===== config.mk =====
export PLATFORM = sky130hd
export DESIGN_NAME = store_buffer
export DESIGN_NICKNAME = d
export VERILOG_FILES = /design/src/rtl/store_buffer.sv
export SDC_FILE = /design/constraint.sdc
export NUM_CORES = 1
export LEC_CHECK = 0
export CAP_MARGIN = 40
export CELL_PAD_IN_SITES_DETAIL_PLACEMENT = 2
export CELL_PAD_IN_SITES_GLOBAL_PLACEMENT = 2
export CORE_ASPECT_RATIO = 1.1
export CORE_UTILIZATION = 40
export CTS_CLUSTER_DIAMETER = 30
export CTS_CLUSTER_SIZE = 25
export DETAILED_ROUTE_END_ITERATION = 16
export PLACE_DENSITY = 0.8
export SETUP_SLACK_MARGIN = 0.2
export SYNTH_ARGS = -nofsm -noshare
export SYNTH_HDL_FRONTEND = slang
export SYNTH_SLANG_ARGS = --single-unit

===== constraint.sdc =====
create_clock -name clk -period 5.3 [get_ports clk]
set_input_delay 1.06 -clock clk [delete_from_list [all_inputs] [get_ports clk]]
set_output_delay 1.06 -clock clk [all_outputs]
set_load 0.01 [all_outputs]

===== src/rtl/store_buffer.sv =====
// Posted-write store buffer between load/store port and data memory; stores retire same edge, loads are combinational.
// Drains one entry per cycle when no load owns the memory port; stall asserts on a store while full.
`timescale 1ns/1ps
module store_buffer #(
  parameter int DEPTH = 4,
  parameter int AW    = 32,
  parameter int DW    = 32
) (
  input  logic          clk,
  input  logic          reset,
  input  logic [AW-1:0] add,
  input  logic [DW-1:0] write_data,
  input  logic          memwrite,
  input  logic          memread,
  output logic [DW-1:0] read_data,
  output logic          stall,
  output logic          empty,
  output logic [AW-1:0] mem_add,
  output logic [DW-1:0] mem_write_data,
  output logic          mem_memwrite,
  output logic          mem_memread,
  input  logic [DW-1:0] mem_read_data
);

  localparam int          PW   = $clog2(DEPTH);
  localparam logic [PW:0] FULL = (PW+1)'(DEPTH);

  logic [AW-1:0] addr_q [DEPTH];
  logic [DW-1:0] data_q [DEPTH];
  logic [PW-1:0] head_q, head_d;
  logic [PW-1:0] tail_q, tail_d;
  logic [PW:0]   count_q, count_d;

  logic          full;
  logic          push;
  logic          drain;
  logic          fwd_hit;
  logic [PW-1:0] fwd_idx;
  logic [PW-1:0] scan_idx;

  assign full  = (count_q == FULL);
  assign empty = (count_q == '0);
  assign stall = memwrite & full;
  assign push  = memwrite & ~full;
  // A load owns the memory port, so it suppresses the drain for that cycle.
  assign drain = ~empty & ~memread;

  always_comb begin
    head_d  = head_q;
    tail_d  = tail_q;
    count_d = count_q + (PW+1)'(push) - (PW+1)'(drain);
    if (push)  tail_d = tail_q + 1'b1;
    if (drain) head_d = head_q + 1'b1;
  end

  always_ff @(posedge clk) begin
    if (!reset) begin
      head_q  <= '0;
      tail_q  <= '0;
      count_q <= '0;
    end else begin
      head_q  <= head_d;
      tail_q  <= tail_d;
      count_q <= count_d;
    end
  end

  always_ff @(posedge clk) begin
    if (push) begin
      addr_q[tail_q] <= add;
      data_q[tail_q] <= write_data;
    end
  end

  // Scan oldest to youngest so the last match found is the youngest store.
  always_comb begin
    fwd_hit  = 1'b0;
    fwd_idx  = '0;
    scan_idx = '0;
    for (int i = 0; i < DEPTH; i++) begin
      scan_idx = head_q + PW'(i);
      if (((PW+1)'(i) < count_q) && (addr_q[scan_idx] == add)) begin
        fwd_hit = 1'b1;
        fwd_idx = scan_idx;
      end
    end
  end

  always_comb begin
    read_data = '0;
    if (memread) begin
      read_data = fwd_hit ? data_q[fwd_idx] : mem_read_data;
    end
  end

  always_comb begin
    mem_add        = '0;
    mem_write_data = '0;
    mem_memwrite   = 1'b0;
    mem_memread    = 1'b0;
    if (memread) begin
      mem_add     = add;
      mem_memread = 1'b1;
    end else if (drain) begin
      mem_add        = addr_q[head_q];
      mem_write_data = data_q[head_q];
      mem_memwrite   = 1'b1;
    end
  end

endmodule


==> flow_summary.json, run 1 <==
{
  "cts_hold_buf": 0,
  "dominantRegCellSynth": "edfxtp_1",
  "synth_nets": 1631,
  "synth_cell_type_count": 77,
  "synth_seq_cells": 265,
  "num_rows": 82,
  "start_util_pct": 40.7,
  "syn_area_per_cell_um2": 12.3,
  "groute.usage.overall_pct": 79.0,
  "grt-ovfl-total": 286,
  "htree_levels": 3,
  "grt-worst-endpoint": "read_data[2]",
  "gp_congestion": 0.883,
  "async_reset_ff_share_pct": 0,
  "endpoint_type": "primary output",
  "lastStage": "global routing (5_1_grt)",
  "grt_start_max_net_pins": 92,
  "die_x_um": 208,
  "error_line": "[ERROR GRT-0232] Routing congestion too high. Check the congestion heatmap in the GUI.",
  "status": "stopped before the end",
  "cts_buffer_depth": 3,
  "synth_edf_count": 256,
  "hpwl_mm": 59.6,
  "place_area_um2": 23500,
  "io_pins": 200,
  "cts-root-buf": "clkbuf_16",
  "cts_sinks": 265,
  "antenna_found_initial": 12,
  "syn_area_um2": 18700,
  "cts_buffers": 69,
  "synth_warnings": 0,
  "ys_seq_area_share_pct": 42.1,
  "dpl.cell_count": 2476,
  "die_h_um": 229,
  "io_buffers": 199,
  "netlist_instances": 1522
}
==> synthesized netlist by cell type (7+ instances only) <==
library cell / instances / area (um^2)
mux2_2: 39 / 439
o21ai_0: 32 / 160
clkbuf_1: 90 / 338
a41oi_1: 9 / 78.8
o22ai_1: 18 / 113
nand4_1: 31 / 194
nor4_1: 24 / 150
buf_4: 12 / 90.1
a221oi_1: 19 / 166
edfxtp_1: 256 / 7690
a211oi_1: 21 / 158
nor2_1: 82 / 308
o21ai_1: 14 / 70.1
o211a_1: 9 / 90.1
xor2_1: 24 / 210
and2_1: 44 / 275
buf_2: 38 / 190
mux2i_1: 57 / 571
o41ai_1: 24 / 210
xnor2_1: 96 / 841
a22o_1: 31 / 272
mux4_2: 133 / 3000
nand2_1: 44 / 165
inv_1: 28 / 105
o31ai_1: 7 / 52.6
buf_6: 12 / 135
dfxtp_1: 9 / 180
o2111a_1: 14 / 158
ha_1: 8 / 100
a221o_1: 77 / 771
buf_1: 18 / 67.6
a21oi_1: 43 / 215
nor3_1: 55 / 275
==> logic make-up after synthesis <==
logic type                 share of synthesized area, %
and+or+nand+nor                                    8.94
AOI/OAI and AO/OA                                  16.2
xor gates and xnor gates                           5.62
buffers and inverters                              5.02
adders and majority gates                         0.643
muxes                                              21.4
DFF                                                42.1
==> metal layers <==
layer	global-route usage, %	overflow
met1	79.1	1
met2	95.7	156
met3	62.9	6
met4	81.9	123
met5	23.0	0
==> stage by stage <==
step	worst slack (ns)	util [%]
global placement	-1.05	51.2
detailed placement	-1.29	51.2
floorplan	0.555	-
CTS	-0.588	59.9
==> repair_timing <==
item,CTS
pin swaps,73
buffers inserted,64
endpoints found under the setup margin,32
cloned,11
gates resized for setup,311
==> run 2: changes to the inputs <==
==> config.mk (replaced) <==
export PLATFORM = sky130hd
export DESIGN_NAME = store_buffer
export DESIGN_NICKNAME = d
export VERILOG_FILES = /design/src/rtl/store_buffer.sv
export SDC_FILE = /design/constraint.sdc
export NUM_CORES = 1
export LEC_CHECK = 0
export CAP_MARGIN = 40
export CORE_UTILIZATION = 25
export DETAILED_ROUTE_END_ITERATION = 16
export PLACE_DENSITY_LB_ADDON = 0.15
export SYNTH_ARGS = -nofsm -noshare
export SYNTH_HDL_FRONTEND = slang
export SYNTH_SLANG_ARGS = --single-unit
==> run 2 against run 1 <==
Net effect:
- the flow now finishes, with violations (negative setup slack)
- synthesized area stayed put
- synthesized cell count stayed put
==> flow_summary.json, run 2 <==
{
  "cts_sinks": 265,
  "yosys.area.top_type": "edfxtp_1",
  "worst-setup-path-type": "register to primary output",
  "wirelength_mm": 77.3,
  "syn_area_um2": 18700,
  "cts.clk_slew.worst_paths_ns": 0.05,
  "io_pins": 200,
  "worst_slew_pin_slew_ns": 0.882,
  "hold_viol": 0,
  "finalSetupViolations": 32,
  "cp.arrival_ns": 4.59,
  "fill_cells": 7047,
  "fin_crit_ns": 5.65,
  "p_leak_nw": 9.91,
  "critical_path.endpoint_type": "primary output",
  "grt_first_pass_wirelength_mm": 112,
  "rsz0062_at_grt": "true",
  "maxCapViolCount": 0,
  "synth_area_leaders": "edfxtp_1 41%, mux4_2 16%, xnor2_1 4.5%, a221o_1 4.1%, mux2i_1 3.1%",
  "fin_ws_ns": -0.355,
  "power.density_nw_per_um2": 390,
  "start_util_pct": 25.4,
  "num_rows": 99,
  "cts_tree": "done",
  "hold_end": "tail_q[1]",
  "power_mw": 10.9,
  "drt_iter0_markers": 1549,
  "cts_buffer_depth": 3,
  "clock.fmax_mhz": 177,
  "firstDrtPassIters": 5,
  "die_x_um": 275,
  "syn_area_per_cell_um2": 12.3,
  "synth_warnings": 0,
  "synth_cell_type_count": 77,
  "rr_worst_depth": 11,
  "slew_viol_final": 0,
  "grt-ovfl-total": 0,
  "groute.usage.overall_pct": 19.9,
  "cts-root-buf": "clkbuf_16",
  "drtAntennaViolNets": 0,
  "yosys.area.top_type_share_pct": 41.1,
  "synth_most_common_cell": "edfxtp_1",
  "drive_above_1_share_pct": 43.2,
  "antenna_found_initial": 1,
  "nets": 2213,
  "synth_commonest_cells": "256 x edfxtp_1, 133 x mux4_2, 96 x xnor2_1",
  "violations": "negative setup slack",
  "cp_max_fo": 7,
  "reg2reg_to": "count_q[2]",
  "synth_edf_count": 256,
  "cts_buffers": 37,
  "via_count": 16664,
  "grt_pass1_vias": 16952,
  "final_common_cell": "buf_4",
  "die-area_um2": 75800,
  "irDropWorstVdd_uv": 210,
  "die_h_um": 275,
  "synth_nets": 1631,
  "hold_ws_ns": 0.567,
  "io_buffers": 199,
  "htree_levels": 2,
  "clk-insertion-delay-late_ns": 0.55,
  "hpwl_mm": 53.1,
  "final_cell_mix": "399 x buf_4, 256 x edfxtp_1, 155 x clkdlybuf4s50_1",
  "rrSetupSlack_ns": 2.56,
  "netlist_instances": 1522,
  "async_reset_ff_share_pct": 0,
  "vias_per_cell": 5.39,
  "reg2reg_from": "count_q[2]",
  "top_regs": "addr_q: 128 flops, data_q: 128 flops, count_q: 3 flops",
  "grt_start_max_net_pins": 66,
  "avgRoutedWirePerCell_um": 25.0,
  "timing.final.crit_share_pct": 107,
  "cp.required_ns": 4.24,
  "gp_congestion": 0.868,
  "slew-limit-headroom_pct": 41.2,
  "skew_ns": 0.0156,
  "cts_hold_buf": 0,
  "ys_seq_area_share_pct": 42.1,
  "postLayoutCellArea_um2": 28000,
  "dpl_worst_slack_ns": -1.30,
  "drc_errors": 0,
  "worstHoldStart": "tail_q[1]",
  "synth_seq_cells": 265,
  "status": "complete, but fails checks",
  "hold_depth": 2,
  "coreArea_um2": 73500,
  "dominantRegCellSynth": "edfxtp_1",
  "place_area_um2": 24500,
  "hold_class": "register to register",
  "worstSetupStartpointType": "register",
  "syn2layout_area_growth_pct": 50.0
}
[run 2: cell counts after synthesis]
Identical to the previous run, type by type.
[run 2: area by class of cell]
| cell class | count | area, um^2 | area share, % |
|---|---|---|---|
| Tap cell | 959 | 1200 | 4.28 |
| Clock inverter | 16 | 77.6 | 0.277 |
| Inverter | 31 | 116 | 0.415 |
| Clock buffer | 50 | 996 | 3.55 |
| Sequential cell | 265 | 7880 | 28.1 |
| Antenna cell | 1 | 2.50 | 0.00893 |
| Multi-Input combinational cell | 1056 | 11000 | 39.1 |
| Timing Repair Buffer | 713 | 6790 | 24.2 |
[run 2: metal layers]
metal	global-route usage [%]	vias to the layer above	routed length, um	part of all wire (%)
met5	0	-	0	0
met4	6.89	0	2460	3.2
met3	2.62	133	4340	5.6
met2	34.7	639	38800	50
met1	25.2	8484	31700	41
li1	-	7408	-	-
[run 2: worst max-delay path by stage]
stage	startpoint	end	slack, ns	depth (start not counted)
final	head_q[0]	read_data[20]	-0.35	19
after global routing	head_q[1]	read_data[25]	-0.46	19
after CTS	head_q[0]	read_data[23]	-0.37	18
after detailed placement	add[28]	read_data[16]	-1.30	17
after global placement	add[28]	read_data[16]	-1.21	16
after floorplan	add[25]	read_data[27]	0.56	13
[run 2: cells by family after synthesis]
family	share of synthesized area [%]
buffers and inverters	5.02
AO/OA/AOI/OAI	16.2
multiplexers	21.4
AND/OR/NAND/NOR	8.94
XOR/XNOR	5.62
adder cells (fa/ha/maj)	0.643
flip-flops	42.1
[run 2: through the flow]
step                      utilization (%)  std cells  setup TNS (ns)
final                                38.2       3091           -9.10
after global placement               33.3       2909          -36.12
after detailed placement             33.4       2912          -37.59
after floorplan                         -       1522               0
after CTS                            36.9       3051           -9.64
after global routing                 38.2       3091          -13.49
[run 2: report_power, final]
group	switching (mW)	internal (mW)
registers	0.187	2.58
logic	2.85	3.07
clock network	0.942	1.31
total	3.98	6.95
[run 2: timing repair]
item / CTS / global route
buffers inserted: 68 / 39
setup endpoints to repair: 32 / 32
cloned: 8 / 3
pin swaps: 77 / 68
gates resized for setup: 288 / 111
[run 2: worst max-delay path: stages (launching register included)]
cell	delay, ns
dfxtp_4	0.40
buf_12	0.13
buf_12	0.11
buf_12	0.12
buf_4	0.13
mux4_2	0.53
xnor2_2	0.28
and4b_1	0.28
nand4_1	0.26
buf_4	0.25
o21ai_4	0.16
nor4b_4	0.06
buf_4	0.17
a211oi_4	0.30
buf_6	0.20
buf_4	0.13
buf_8	0.13
a221oi_2	0.05
a211oi_2	0.18
buf_2	0.16
Note: power is estimated with default switching activity, not from simulation.
==> run 3: changes to the inputs <==
--- a/config.mk
+++ b/config.mk
@@ -5,10 +5,11 @@
 export SDC_FILE = /design/constraint.sdc
 export NUM_CORES = 1
 export LEC_CHECK = 0
-export CAP_MARGIN = 40
+export CAP_MARGIN = 20
 export CORE_UTILIZATION = 25
 export DETAILED_ROUTE_END_ITERATION = 16
 export PLACE_DENSITY_LB_ADDON = 0.15
+export SLEW_MARGIN = 5
 export SYNTH_ARGS = -nofsm -noshare
 export SYNTH_HDL_FRONTEND = slang
 export SYNTH_SLANG_ARGS = --single-unit
==> run 3 against run 2 <==
Net effect:
- die area did not move
- via count fell by 0.25%
- the run still ends with negative setup slack left
- total power rose by 0.11%
- core utilization fell by 0.49 points
- clock power rose by 9.8%
- design area fell by 1.3%
- routed wire length rose by 0.78%
- non-clock buffer count fell by 41
- critical path depth fell by 1
- worst setup slack got worse by 0.016 ns
==> flow_summary.json, run 3 (synthesized netlist as in run 2, its figures left out) <==
{
  "via_count": 16622,
  "grt_start_max_net_pins": 113,
  "cts_buffer_depth": 3,
  "rr_worst_depth": 11,
  "final_common_cell": "buf_4",
  "cts_hold_buf": 0,
  "diodes": 0,
  "cp_max_fo": 8,
  "crit_buf_inv": 8,
  "vias_per_cell": 5.46,
  "fin_ws_ns": -0.371,
  "clock.fmax_mhz": 176,
  "violations": "negative setup slack",
  "grt_first_pass_wirelength_mm": 114,
  "worstSetupStartpointType": "register",
  "timing.final.crit_share_pct": 107,
  "drt_iter0_markers": 1451,
  "clk-insertion-delay-late_ns": 0.55,
  "stdcell_count": 3046,
  "crit_family": "buffers and inverters",
  "io_buffers": 199,
  "die_h_um": 275,
  "cp_slowest_stage_delay_ns": 0.52,
  "top_regs": "addr_q: 128 flops, data_q: 128 flops, count_q: 3 flops",
  "htree_levels": 2,
  "cts_sinks": 265,
  "cts_buffers": 36,
  "nets": 2171,
  "cts_tree": "done",
  "io_pins": 200,
  "maxCapViolCount": 0,
  "tns_ns": -9.22,
  "antenna_found_initial": 1,
  "grt-ovfl-total": 0,
  "worst-setup-path-type": "register to primary output",
  "register_area_um2": 7880,
  "syn2layout_area_growth_pct": 48.1,
  "finalSetupViolations": 32,
  "gp_congestion": 0.868,
  "final_cell_mix": "368 x buf_4, 256 x edfxtp_1, 155 x clkdlybuf4s50_1",
  "cp.required_ns": 4.24,
  "rsz0062_at_grt": "true",
  "die_x_um": 275,
  "cp_slowest_cell": "mux4_2",
  "hold_viol": 0,
  "skew_ns": 0.00917,
  "slew-limit-headroom_pct": 43.5,
  "coreArea_um2": 73500,
  "dpl.cell_count": 2909,
  "groute.usage.overall_pct": 20.3,
  "num_rows": 99,
  "drtAntennaViolNets": 0,
  "cts-root-buf": "clkbuf_16",
  "cp.depth": 18,
  "wirelength_mm": 77.9,
  "cts.clk_slew.worst_paths_ns": 0.05,
  "grt_pass1_vias": 17284,
  "cpMostUsedCell": "buf_12",
  "hold_ws_ns": 0.558,
  "hold_class": "register to register",
  "firstDrtPassIters": 6,
  "drc_errors": 0,
  "worst_slew_pin_slew_ns": 0.847,
  "path_cells": "buf_6, mux4_2, xor2_1, nor4_4, buf_4, nand4_1, nor4_4, buf_4, buf_12, o21a_4, buf_6, nor2_4, buf_12, buf_12, a221o_1, a221o_1, o2111a_1, buf_2",
  "hold_depth": 2,
  "power.density_nw_per_um2": 396,
  "drive_above_1_share_pct": 42.0,
  "fin_util_pct": 37.7,
  "dpl_worst_slack_ns": -1.21,
  "cp.arrival_ns": 4.61,
  "slew_viol_final": 0,
  "fill_cells": 7032,
  "fin_crit_ns": 5.67,
  "hpwl_mm": 52.8,
  "power_mw": 10.9,
  "p_leak_nw": 9.64,
  "place_area_um2": 24500,
  "die-area_um2": 75800,
  "avgRoutedWirePerCell_um": 25.6,
  "start_util_pct": 25.4,
  "postLayoutCellArea_um2": 27700,
  "multi_input_area_um2": 10900,
  "status": "complete, but fails checks",
  "irDropWorstVdd_uv": 216,
  "critical_path.endpoint_type": "primary output"
}
## run 3: changes by cell type in the layout (fill, tap and decap cells not counted), sizes merged
cell,delta
clkbuf,-10
dlygate4sd2,+2
clkinv,-4
clkinvlp,+3
dlymetal6s2s,-2
bufinv,+4
inv,+1
diode,-1
buf,-38
## run 3: worst paths after layout
kind                                 start      endpoint  slack [ns]
worst max-delay path             head_q[1]  read_data[4]       -0.37
worst min-delay path             tail_q[1]     tail_q[1]        0.56
worst max register to register  count_q[2]    count_q[2]        2.56
worst min register to register   tail_q[1]     tail_q[1]        0.56
## run 3: power by group
part	switching (mW)	total [mW]	internal [mW]	leakage [nW]
Sequential	0.200	2.77	2.57	2.42
Combinational	2.81	5.70	2.89	6.64
Clock	0.969	2.47	1.50	0.575
Total	3.98	10.9	6.97	9.64
## run 3: routing by layer
metal | global-route usage (%) | vias to the layer above | share of wire, %
met5 | 0 | - | 0
met4 | 8.21 | 0 | 3.7
met3 | 3.71 | 147 | 6.0
met2 | 34.6 | 698 | 49
met1 | 25.1 | 8438 | 41
li1 | - | 7339 | -
## run 3: repair_timing
item | 4_1_cts | 5_1_grt
setup endpoints to repair | 32 | 32
cloned | 11 | 1
pin swaps | 99 | 76
buffers inserted | 66 | 16
gates resized for setup | 310 | 75
## run 3: cell type report
cell class	count	area share (%)
Multi-Input combinational cell	1056	39.4
Sequential cell	265	28.5
Timing Repair Buffer	672	23.1
Tap cell	959	4.34
Clock buffer	43	3.50
Clock inverter	20	0.823
Inverter	31	0.421
## run 3: worst min-delay path: cells and delay by family, from the launching register on
kind,cells,cell delay (ns)
muxes,1,0.13
DFF,1,0.33
and+or+nand+nor,1,0.05
